**src/rtl/stopwatch_ctrl.sv**
```systemverilog
// stopwatch_ctrl: button sequencing, tick prescaler and digit carry chain for the stopwatch.
// Revision 1.0
`default_nettype none
`timescale 1ns/1ps

module stopwatch_ctrl #(
   parameter int CLK_DIV = 100,
   parameter int NDIG    = 4
) (
   input  logic              clk_i,
   input  logic              rst_ni,
   input  logic              btn_start_i,
   input  logic              btn_clear_i,
   input  logic              btn_set_i,
   input  logic              dir_in_i,
   input  logic [4*NDIG-1:0] digits_i,
   output logic [NDIG-1:0]   inc_o,
   output logic              dir_o,
   output logic              load_o,
   output logic              clr_o,
   output logic              running_o,
   output logic              done_o
);

   localparam int            PW   = (CLK_DIV > 2) ? $clog2(CLK_DIV) : 1;
   localparam logic [PW-1:0] PMAX = PW'(CLK_DIV - 1);

   typedef enum logic [2:0] {
      S_IDLE  = 3'd0,
      S_RUN   = 3'd1,
      S_PAUSE = 3'd2,
      S_SET   = 3'd3,
      S_DONE  = 3'd4
   } state_e;

   state_e          state_q, state_d;
   logic            start_q, clear_q, set_q;
   logic [PW-1:0]   cnt_q, cnt_d;
   logic            tick_q, tick_d;
   logic            dir_q, dir_d;
   logic            clr_q;

   logic            start_edge, clear_edge, set_edge;
   logic [NDIG-1:0] term;
   logic            full_scale;

   assign start_edge = btn_start_i & ~start_q;
   assign clear_edge = btn_clear_i & ~clear_q;
   assign set_edge   = btn_set_i & ~set_q;

   always_ff @(posedge clk_i or negedge rst_ni) begin
      if (!rst_ni) begin
         state_q <= S_IDLE;
         start_q <= 1'b0;
         clear_q <= 1'b0;
         set_q   <= 1'b0;
         cnt_q   <= '0;
         tick_q  <= 1'b0;
         dir_q   <= 1'b1;
         clr_q   <= 1'b0;
      end else begin
         state_q <= state_d;
         start_q <= btn_start_i;
         clear_q <= btn_clear_i;
         set_q   <= btn_set_i;
         cnt_q   <= cnt_d;
         tick_q  <= tick_d;
         dir_q   <= dir_d;
         clr_q   <= clear_edge;
      end
   end

   // Odd digits are tens-of-seconds/minutes and stop at 5.
   always_comb begin
      term = '0;
      for (int i = 0; i < NDIG; i++) begin
         if (dir_q) begin
            term[i] = (digits_i[4*i +: 4] == ((i % 2 == 0) ? 4'd9 : 4'd5));
         end else begin
            term[i] = (digits_i[4*i +: 4] == 4'd0);
         end
      end
   end

   assign full_scale = tick_q & (&term);

   always_comb begin
      logic carry;
      inc_o = '0;
      carry = (state_q == S_RUN) && tick_q && !full_scale;
      for (int i = 0; i < NDIG; i++) begin
         inc_o[i] = carry;
         carry    = carry & term[i];
      end
   end

   always_comb begin
      state_d = state_q;
      dir_d   = dir_q;
      cnt_d   = cnt_q;
      tick_d  = 1'b0;

      if (state_q == S_RUN) begin
         tick_d = (cnt_q == PMAX);
         cnt_d  = (cnt_q == PMAX) ? '0 : cnt_q + PW'(1);
      end

      case (state_q)
         S_IDLE: begin
            if (clear_edge) begin
               state_d = S_IDLE;
            end else if (set_edge) begin
               state_d = S_SET;
            end else if (start_edge) begin
               dir_d   = dir_in_i;
               cnt_d   = '0;
               state_d = (!dir_in_i && (digits_i == '0)) ? S_DONE : S_RUN;
            end
         end
         S_RUN: begin
            // A full-scale tick wins over a pause request in the same cycle.
            if (clear_edge) begin
               state_d = S_IDLE;
            end else if (full_scale) begin
               state_d = S_DONE;
            end else if (start_edge) begin
               state_d = S_PAUSE;
            end
         end
         S_PAUSE: begin
            if (clear_edge) begin
               state_d = S_IDLE;
            end else if (start_edge) begin
               state_d = S_RUN;
            end
         end
         S_SET: begin
            if (clear_edge || set_edge) begin
               state_d = S_IDLE;
            end
         end
         S_DONE: begin
            if (clear_edge) begin
               state_d = S_IDLE;
            end
         end
         default: state_d = S_IDLE;
      endcase
   end

   assign dir_o     = dir_q;
   assign load_o    = (state_q == S_SET);
   assign clr_o     = clr_q;
   assign running_o = (state_q == S_RUN);
   assign done_o    = (state_q == S_DONE);

endmodule

`default_nettype wire

```
**config.mk**
```make
export PLATFORM = sky130hd
export DESIGN_NAME = stopwatch_ctrl
export DESIGN_NICKNAME = d
export VERILOG_FILES = /design/src/rtl/stopwatch_ctrl.sv
export SDC_FILE = /design/constraint.sdc
export NUM_CORES = 1
export LEC_CHECK = 0
export ABC_AREA = 1
export CORE_MARGIN = 1.5
export CORE_UTILIZATION = 45
export DETAILED_ROUTE_END_ITERATION = 8
export HOLD_SLACK_MARGIN = 0.05
export PLACE_DENSITY = 0.77
export SLEW_MARGIN = 0
export SYNTH_ARGS = -nofsm -noshare
export SYNTH_HDL_FRONTEND = slang
export SYNTH_SLANG_ARGS = --single-unit
```
**constraint.sdc**
```tcl
create_clock -name clk_i -period 2.2 [get_ports clk_i]
set_input_delay 0.44 -clock clk_i [delete_from_list [all_inputs] [get_ports clk_i]]
set_output_delay 0.44 -clock clk_i [all_outputs]
set_load 0.02 [all_outputs]
```
==> results of run 1 <==
[what timing repair did]
item | 4_1_cts | 5_1_grt
setup endpoints to repair | 6 | 4
cloned | 0 | 0
pin swaps | 2 | 7
buffers inserted | 2 | 4
gates resized for setup | 18 | 21
[placed cells by master (no fill, tap or decap), drive strengths merged, types with 6 or more instances in the layout]
| cell type | synthesis | layout |
|---|---|---|
| nor3 | 8 | 8 |
| o21ai | 8 | 8 |
| nor2 | 28 | 28 |
| a21oi | 9 | 9 |
| inv | 25 | 25 |
| nand2 | 30 | 30 |
| clkdlybuf4s50 | 0 | 18 |
| dfrtp | 15 | 15 |
| buf | 0 | 20 |
| nand3 | 19 | 19 |
| dlymetal6s2s | 0 | 6 |
[flip-flops by register name (all words and copies together) (netlist names)]
| name | cells |
|---|---|
| clear_q | 1 |
| clr_o | 1 |
| cnt_q | 7 |
| dir_o | 1 |
| set_q | 1 |
| start_q | 1 |
| state_q | 3 |
| tick_q | 1 |
[cells by family (layout without fill, tap and decap cells)]
family,count (synthesis),count (layout)
compound gates,17,17
buf+inv,25,76
simple gates,90,90
fa+ha+maj,1,1
flops,16,16
[report_power, final]
| part | internal (uW) | switching [uW] | total (uW) |
|---|---|---|---|
| Sequential | 368 | 69.7 | 437 |
| Combinational | 279 | 357 | 637 |
| Clock | 70.7 | 95.1 | 166 |
[worst min-delay path by stage]
stage / start / endpoint / slack, ns
after global placement: cnt_q[4]$_DFF_PN0_ / cnt_q[4]$_DFF_PN0_ / 0.52
after floorplan: rst_ni / clear_q$_DFF_PN0_ / 0.14
after detailed placement: cnt_q[3]$_DFF_PN0_ / cnt_q[3]$_DFF_PN0_ / 0.53
final: rst_ni / tick_q$_DFF_PN0_ / 0.46
after CTS: rst_ni / tick_q$_DFF_PN0_ / 0.47
after global routing: rst_ni / cnt_q[4]$_DFF_PN0_ / 0.49
[routing by layer]
| layer | vias to the layer above | share of wire | wire [um] |
|---|---|---|---|
| met2 | 38 | 0.51 | 1400 |
| met3 | 5 | 0.057 | 157 |
| met1 | 528 | 0.42 | 1140 |
| li1 | 583 | - | - |
| met5 | - | 0 | 0 |
| met4 | 0 | 0.012 | 32 |
[through the flow]
step	TNS [ns]	instances
after CTS	-0.0389	224
after global routing	-0.426	228
after detailed placement	-1.65	218
after floorplan	0	149
after global placement	-1.34	218
final	-0.209	228
[area by class of cell]
type	count	area [um^2]
fill	166	609
multi-input combinational	108	591
timing repair buffer	47	429
sequential	16	402
inverter	25	98.8
tap	28	35.0
clock buffer	4	26.3
==> impl_summary.md, run 1 <==
Run status
The run finished, with violations left. The checks that failed: setup timing.

Clock tree
The clock passes through at most 2 buffers. In this run the clock root is driven by a sky130_fd_sc_hd__clkbuf_4. The clock tree from TritonCTS is built.

After clock tree synthesis, the flow added hold-fix buffers numbering 0. The clock insertion delay at the later pin of the skew report is between 0.2 and 0.3 ns. The number of buffers created by CTS is 3. In this run the number of H-tree levels came out at 1. The count of clock tree sinks is 16.

Clock-pin slew was measured on the worst setup and hold paths at ~0.090 ns.

Job
The tool flagged a number of max-cap violations equal to 0.

Yosys
The share of synthesized flip-flops with an asynchronous set or reset is 1.00. The largest total area in the synthesized netlist belongs to sky130_fd_sc_hd__dfrtp_1. The share of the synthesized area in the top cell type is 0.363. Of the total synthesized cell area, the portion taken by XOR and XNOR cells is 0. After synthesis, the largest family of logic cells by area is simple AND/OR/NAND/NOR gates.

Of the total synthesized cell area, the portion taken by AND, OR, NAND and NOR gates is 0.421. After synthesis, the cell types taking the most area are sky130_fd_sc_hd__dfrtp_1 (36%), sky130_fd_sc_hd__nand2_1 (9.8%), sky130_fd_sc_hd__nand3_1 (8.7%). The number of nets handed over by synthesis was around 170. The fraction of synthesized area in multiplexers is 0. For this run, the register share of the synthesized area comes to 0.388. For this run, the leading register cell type out of synthesis is sky130_fd_sc_hd__dfrtp_1. The synthesized instance count is 149. After synthesis the cells add up to 1030 um^2.

In this run, synthesis inferred 0 flip-flops with an integrated enable. Of the total synthesized cell area, the portion taken by full adders, half adders and majority gates is 0.0121. The cell with the most instances after synthesis is sky130_fd_sc_hd__nand2_1. Synthesis instantiated 25 different standard cells from the library.

The synthesized-area fraction occupied by ao, oa, aoi and oai cells is 0.0859. The synthesized design contains 16 register bits. The count of warnings emitted by yosys is 0. By count the netlist is led by sky130_fd_sc_hd__nand2_1 (27), sky130_fd_sc_hd__nor2_1 (24), sky130_fd_sc_hd__inv_1 (20), sky130_fd_sc_hd__nand3_1 (18), sky130_fd_sc_hd__dfrtp_1 (15). A synthesized cell averages 6.94 um^2.

Setup path
The signal on the critical path passes through buf_4, nand3_1, nand2_2, nand2_2, nor2_4, a21oi_2, nand2_2, buf_4, inv_1, buf_2. The cell that appears most often on the critical path is sky130_fd_sc_hd__nand2_2. The highest-delay cell along the critical path is sky130_fd_sc_hd__dfstp_2. The category of the worst setup path launch point is a flip-flop.

In this run the worst path has a maximum fanout of 4. The startpoint identified for the worst register-to-register timing path is dir_o$_DFFE_PN1P_. The setup check on the worst reg-to-reg path leaves a slack of 0.24 ns.

The largest stage delay on the critical path is 0.59 ns. The depth of the critical timing path with buffers and inverters included is 10. Counting cells, the worst reg-to-reg path comes to 14. For the worst setup path, the data required time is 1.76 ns.

The type of the worst setup path is flip-flop to output pin. The number of buffers and inverters on the critical path is 4. For the worst setup path, the data arrival time is roughly 1.8 ns.

The worst setup path is captured at an output pin. The end of the worst register-to-register path is state_q[1]$_DFFE_PN0P_. Tracing the worst setup path back leads to its startpoint at dir_o$_DFFE_PN1P_.

The critical path ends at inc_o[1]. The critical path's top delay family is flip-flops.

Timing
The final setup slack of the worst path is -0.0774 ns. The post-layout minimum cycle time is 2.28 ns. The worst-case headroom to the max-slew limit is 0.769. The number of hold violations in the final report is 0. Setup repair after global routing could not meet its margin everywhere. The maximum clock rate is 439 MHz. Across all hold checks on the routed design, the worst slack comes to 0.461 ns. For the pin with the worst max-slew slack, the measured transition is 0.343 ns. The number of max-slew violations in the final report is 0. The ratio of final minimum period to clock period is 1.04. The final setup violation count is 4. Across the routed clock network, the largest skew measured is 0.00322 ns.

GRT
The number of antenna violations at the first check in global routing came to 0. For met2 alone, demand over resource in global routing was 0.387. In the global route stage, met3 resource usage came out at 0.0468. Entering global routing, the biggest net connects 17 pins.

For this run, the total global-route usage over all layers was measured as 0.216. The most used routing layer is met2. Summed over all layers, the global routing overflow is 0. The global-route wire length before repair is 4.21 mm. For met1 alone, demand over resource in global routing was 0.255. The via count of the first global-routing pass is between 1,000 and 1,500.

Floorplanning
The die covers 2600 um^2. The floorplan step set the die width to between 50 and 60 um. The cell row count is 17.

The floorplan step set the die height to 51.0 um. 31 I/O pins were placed. The initial cell density of the core is 0.472. The core area is 2190 um^2.

Detailed routing
The routed design has 2.74 mm of wire. The count of routing violations after the opening detailed-route iteration is 22. The length of the first detailed-routing pass in iterations is 4. After detailed routing, the number of remaining DRC violations is 0.

The post-detailed-route via-to-cell ratio is 5.06. Dividing the detail-routed wire length by the instance count gives 12.0 um. The overall via count from detail_route is 1,154. Once detail routing completed, the nets flagged for antenna violations numbered 0.

Pwr
Summed over all cells, the static leakage comes to 0.000788 uW. Across the VDD grid, the largest voltage drop is between 0.5 and 0.6 mV. The total power is 1240 uW. The power per unit of standard cell area is 784 nW/um^2.

Finish
Once layout is complete, the utilization of the core stands at 0.722. The repair_antennas step left the layout with diodes totalling 0. Summing all non-filler instances in the final layout gives an area of 1580 um^2.

The fraction of final layout cells with drive strength greater than 1 is 0.270. The final net count is 224. Relative to the synthesized area, the layout overhead comes to 52.8%.

Place
The post-placement setup slack is -0.494 ns. The quantity of I/O buffers inserted on ports is 30. The HPWL after detailed placement is 1.98 mm. The standard cell area after detailed placement is 1460 um^2. At the end of routability-driven placement, the weighted congestion stood at between 0.8 and 0.9.

Hold path
The path class of the tightest hold or removal check is input pin to asynchronous set/reset pin.
(Power assumes the default switching activity.)
==> run 2: changes to the inputs <==
--- a/config.mk
+++ b/config.mk
@@ -11,6 +11,7 @@
 export DETAILED_ROUTE_END_ITERATION = 8
 export HOLD_SLACK_MARGIN = 0.05
 export PLACE_DENSITY = 0.77
+export SETUP_SLACK_MARGIN = 0.02
 export SLEW_MARGIN = 0
 export SYNTH_ARGS = -nofsm -noshare
 export SYNTH_HDL_FRONTEND = slang
==> run 2 against run 1 <==
  * The run still ends with setup timing left
  * Final cell count rose by 0.88%
  * Sequential share of layout area rose by 0.12 points
  * Largest power group unchanged
  * Non-clock buffer count rose by 2
  * Critical path type unchanged
==> impl_summary.md, run 2 (synthesis gave the netlist of run 1 again) <==
Timing
Dividing the final minimum period by the clock period gives 1.04. The setup TNS after final layout is -0.200 ns. The final setup violation count is 3.

For the final database, setup skew stands at 0.00357 ns. The number of max-slew violations in the final report is 0. Setup repair after global routing could not meet its margin everywhere. The post-route worst hold slack is 0.459 ns. The smallest clock period supported by the final layout is computed as 2.30 ns. The slew at the pin with the worst max-slew slack is 0.329 ns. The worst-case headroom to the max-slew limit is 0.779. The number of hold violations in the final report was 0. The final setup slack of the worst path is -0.0982 ns. Derived from the worst setup path, the maximum achievable clock frequency is 435 MHz.

Setup path
Setup slack on the worst reg-to-reg path comes out at 0.13 ns. For the worst setup path, the data required time is around 1.8 ns. The largest stage delay on the critical path is about 0.60 ns. The critical path data arrival time is 1.86 ns.

Among the stages of the critical path, the cell type that occurs most often is sky130_fd_sc_hd__nand2_2. The worst setup path is of the flip-flop to output pin kind. The critical path's top delay family is flip-flops.

The category of the worst setup path capture point is an output pin. The highest-delay cell along the critical path is sky130_fd_sc_hd__dfstp_2. The number of buffers and inverters on the critical path is 4.

The category of the worst setup path launch point is a flip-flop. The critical-path maximum fanout is 4. The critical path goes through buf_6, nand3_1, nand2_2, nand2_2, nor2_4, a21oi_2, nand2_2, buf_4, inv_1, buf_2.

Pwr
Summed over all cells, the static leakage comes to between 0.0007 and 0.0008 uW. The sequential share of power is 0.354. The share of total power dissipated in combinational logic is 0.513. The worst supply voltage drop on vdd is 0.585 mV. The power dissipated by switching net loads is 520 uW.

Of the total power, the share spent switching nets is 0.420. The clock network power share is 0.133. Cell internal power was estimated by the tool at between 700 and 800 uW. The power per unit of standard cell area is 787 nW/um^2.

Place
In this run the cell area measured after placement is ~1500 um^2. Once detailed placement completed, the half-perimeter wirelength came to 1.98 mm. The count of buffers added on input and output ports is 30. The congestion estimate from routability-driven global placement came to 0.855.

Clock tree
After clock tree synthesis, the clock-pin slew on the worst setup and hold paths is ~0.09 ns. The clock insertion delay at the later pin of the skew report is 0.29 ns. The count of clock tree sinks is 16.

The clock root buffer is sky130_fd_sc_hd__clkbuf_4. The clock passes through at most 2 buffers. TritonCTS built the clock tree. For this design, the CTS-stage hold fixing added 0 buffers. The number of buffers created by CTS is 3. The H-tree depth reported by CTS is 1.

Finish
The largest registers in the layout are cnt_q: 7 flops, state_q: 3 flops. The post-layout instance area is 1570 um^2. The flip-flop count of the largest register, all copies and words added is 7. The fill cell total of the finished layout is 175. The multi-input combinational cells in the finished layout cover a total of 579 um^2. The utilization after layout is 0.718. The diode insertion count for antenna repair is 0. Summing all flip-flop and latch instances after layout gives 402 um^2. The top cell types in the final layout, fill and taps aside, are sky130_fd_sc_hd__nand2_1 (25), sky130_fd_sc_hd__nor2_1 (21), sky130_fd_sc_hd__inv_1 (20), sky130_fd_sc_hd__buf_4 (19), sky130_fd_sc_hd__clkdlybuf4s50_1 (18). The area growth from synthesis to layout is 52.1%. Of the cells placed in the final design, the portion with a size suffix greater than 1 is 0.262. The register with the most flip-flops is cnt_q. The library cell used most frequently in the layout, excluding fill and tap cells, is sky130_fd_sc_hd__nand2_1. The final net count is about 230.

Detailed routing
The detailed router finished its first iteration with 18 violations. Detailed routing placed a total of roughly 1.5 mm of wire on met2. Wire segments on met3 add up to ~170 um in the final route. Once detail routing completed, the nets flagged for antenna violations numbered 0. Routed signal wires occupy layers up through met4. The post-detailed-routing wire length is 2.85 mm. The post-detailed-route via-to-cell ratio is 5.09.

The length of the first detailed-routing pass in iterations is 4. The wire length on met1 is 1.17 mm. The wire length per cell after detailed routing is 12.4 um. The number of design rule violations left after detail routing is 0.

The overall via count from detail_route is 1,170.

Floorplanning
From bottom edge to top edge, the die measures 51.0 um. The core area is 2190 um^2. The width of the die is 51.0 um. The cell row count is 17.

The area of the die is around 2600 um^2. For this configuration, the core starts out at a cell density of 0.472. For this design the top-level I/O count stands at 31.

GRT
The number of antenna violations at the first check in global routing was 0. For this run, the total global-route usage over all layers was measured as 0.221. The global-route wire length before repair is approximately 4.3 mm. The total grt overflow is 0.

The largest net degree at the start of global routing is 17. The via count of the first global-routing pass is 1,075.

Run status
The run finished, with violations left. The final reports fail on setup timing.

Hold path
In this run the worst hold path is classified as input pin to asynchronous set/reset pin.

Job
The count of max-cap constraint violations is 0.
[run 2: cell type report]
cell class / instances / area share
tap: 28 / 0.0223
multi-input combinational: 108 / 0.368
timing repair buffer: 49 / 0.275
clock buffer: 4 / 0.0167
inverter: 25 / 0.0628
sequential: 16 / 0.255
[run 2: path summary, 6_finish.rpt]
check                                        start                      to  cells past startpoint
worst min-delay path                        rst_ni        tick_q$_DFF_PN0_                      2
max in group asynchronous                   rst_ni       dir_o$_DFFE_PN1P_                      2
worst max register to register   dir_o$_DFFE_PN1P_  state_q[1]$_DFFE_PN0P_                     15
worst min register to register  cnt_q[3]$_DFF_PN0_      cnt_q[3]$_DFF_PN0_                      1
worst max-delay path             dir_o$_DFFE_PN1P_                inc_o[1]                     10
min in group clk_i              cnt_q[3]$_DFF_PN0_      cnt_q[3]$_DFF_PN0_                      1
[run 2: worst reg2reg max path, stage by stage, from the launching register on]
cell and delay (ns):
sky130_fd_sc_hd__dfstp_2 0.60, sky130_fd_sc_hd__buf_6 0.12, sky130_fd_sc_hd__nand3_1 0.09, sky130_fd_sc_hd__nand2_2 0.08
sky130_fd_sc_hd__nand2_2 0.07, sky130_fd_sc_hd__nor2_4 0.13, sky130_fd_sc_hd__buf_4 0.12, sky130_fd_sc_hd__buf_4 0.09
sky130_fd_sc_hd__buf_4 0.10, sky130_fd_sc_hd__buf_4 0.09, sky130_fd_sc_hd__buf_4 0.09, sky130_fd_sc_hd__nand2_1 0.07
sky130_fd_sc_hd__nand3_1 0.09, sky130_fd_sc_hd__nand2_2 0.08, sky130_fd_sc_hd__nand2_1 0.06, sky130_fd_sc_hd__o21ai_1 0.06
[run 2: power groups by stage]
stage,Combinational (uW),Sequential [uW],Clock [uW]
floorplan,335,451,0
CTS,591,432,172
global placement,579,434,0
detailed placement,595,438,0
global route,710,449,181
finish,636,438,165
[run 2: metal layers]
metal | up-vias | track usage
li1 | 588 | -
met1 | 535 | 0.253
met2 | 40 | 0.392
met3 | 7 | 0.0526
met4 | 0 | 0.0901
met5 | - | 0
[run 2: what timing repair did]
item                       4_1_cts  5_1_grt
pin swaps                        4        7
setup endpoints to repair        6        4
gates resized for setup         24       15
cloned                           0        0
buffers inserted                 3        5
[run 2: through the flow]
stage	total power (uW)	setup slack, ns	instances
after floorplan	786	0.0859	149
after global placement	1010	-0.397	218
after detailed placement	1030	-0.494	218
after CTS	1190	0.00959	225
after global routing	1340	-0.169	230
final	1240	-0.0982	230
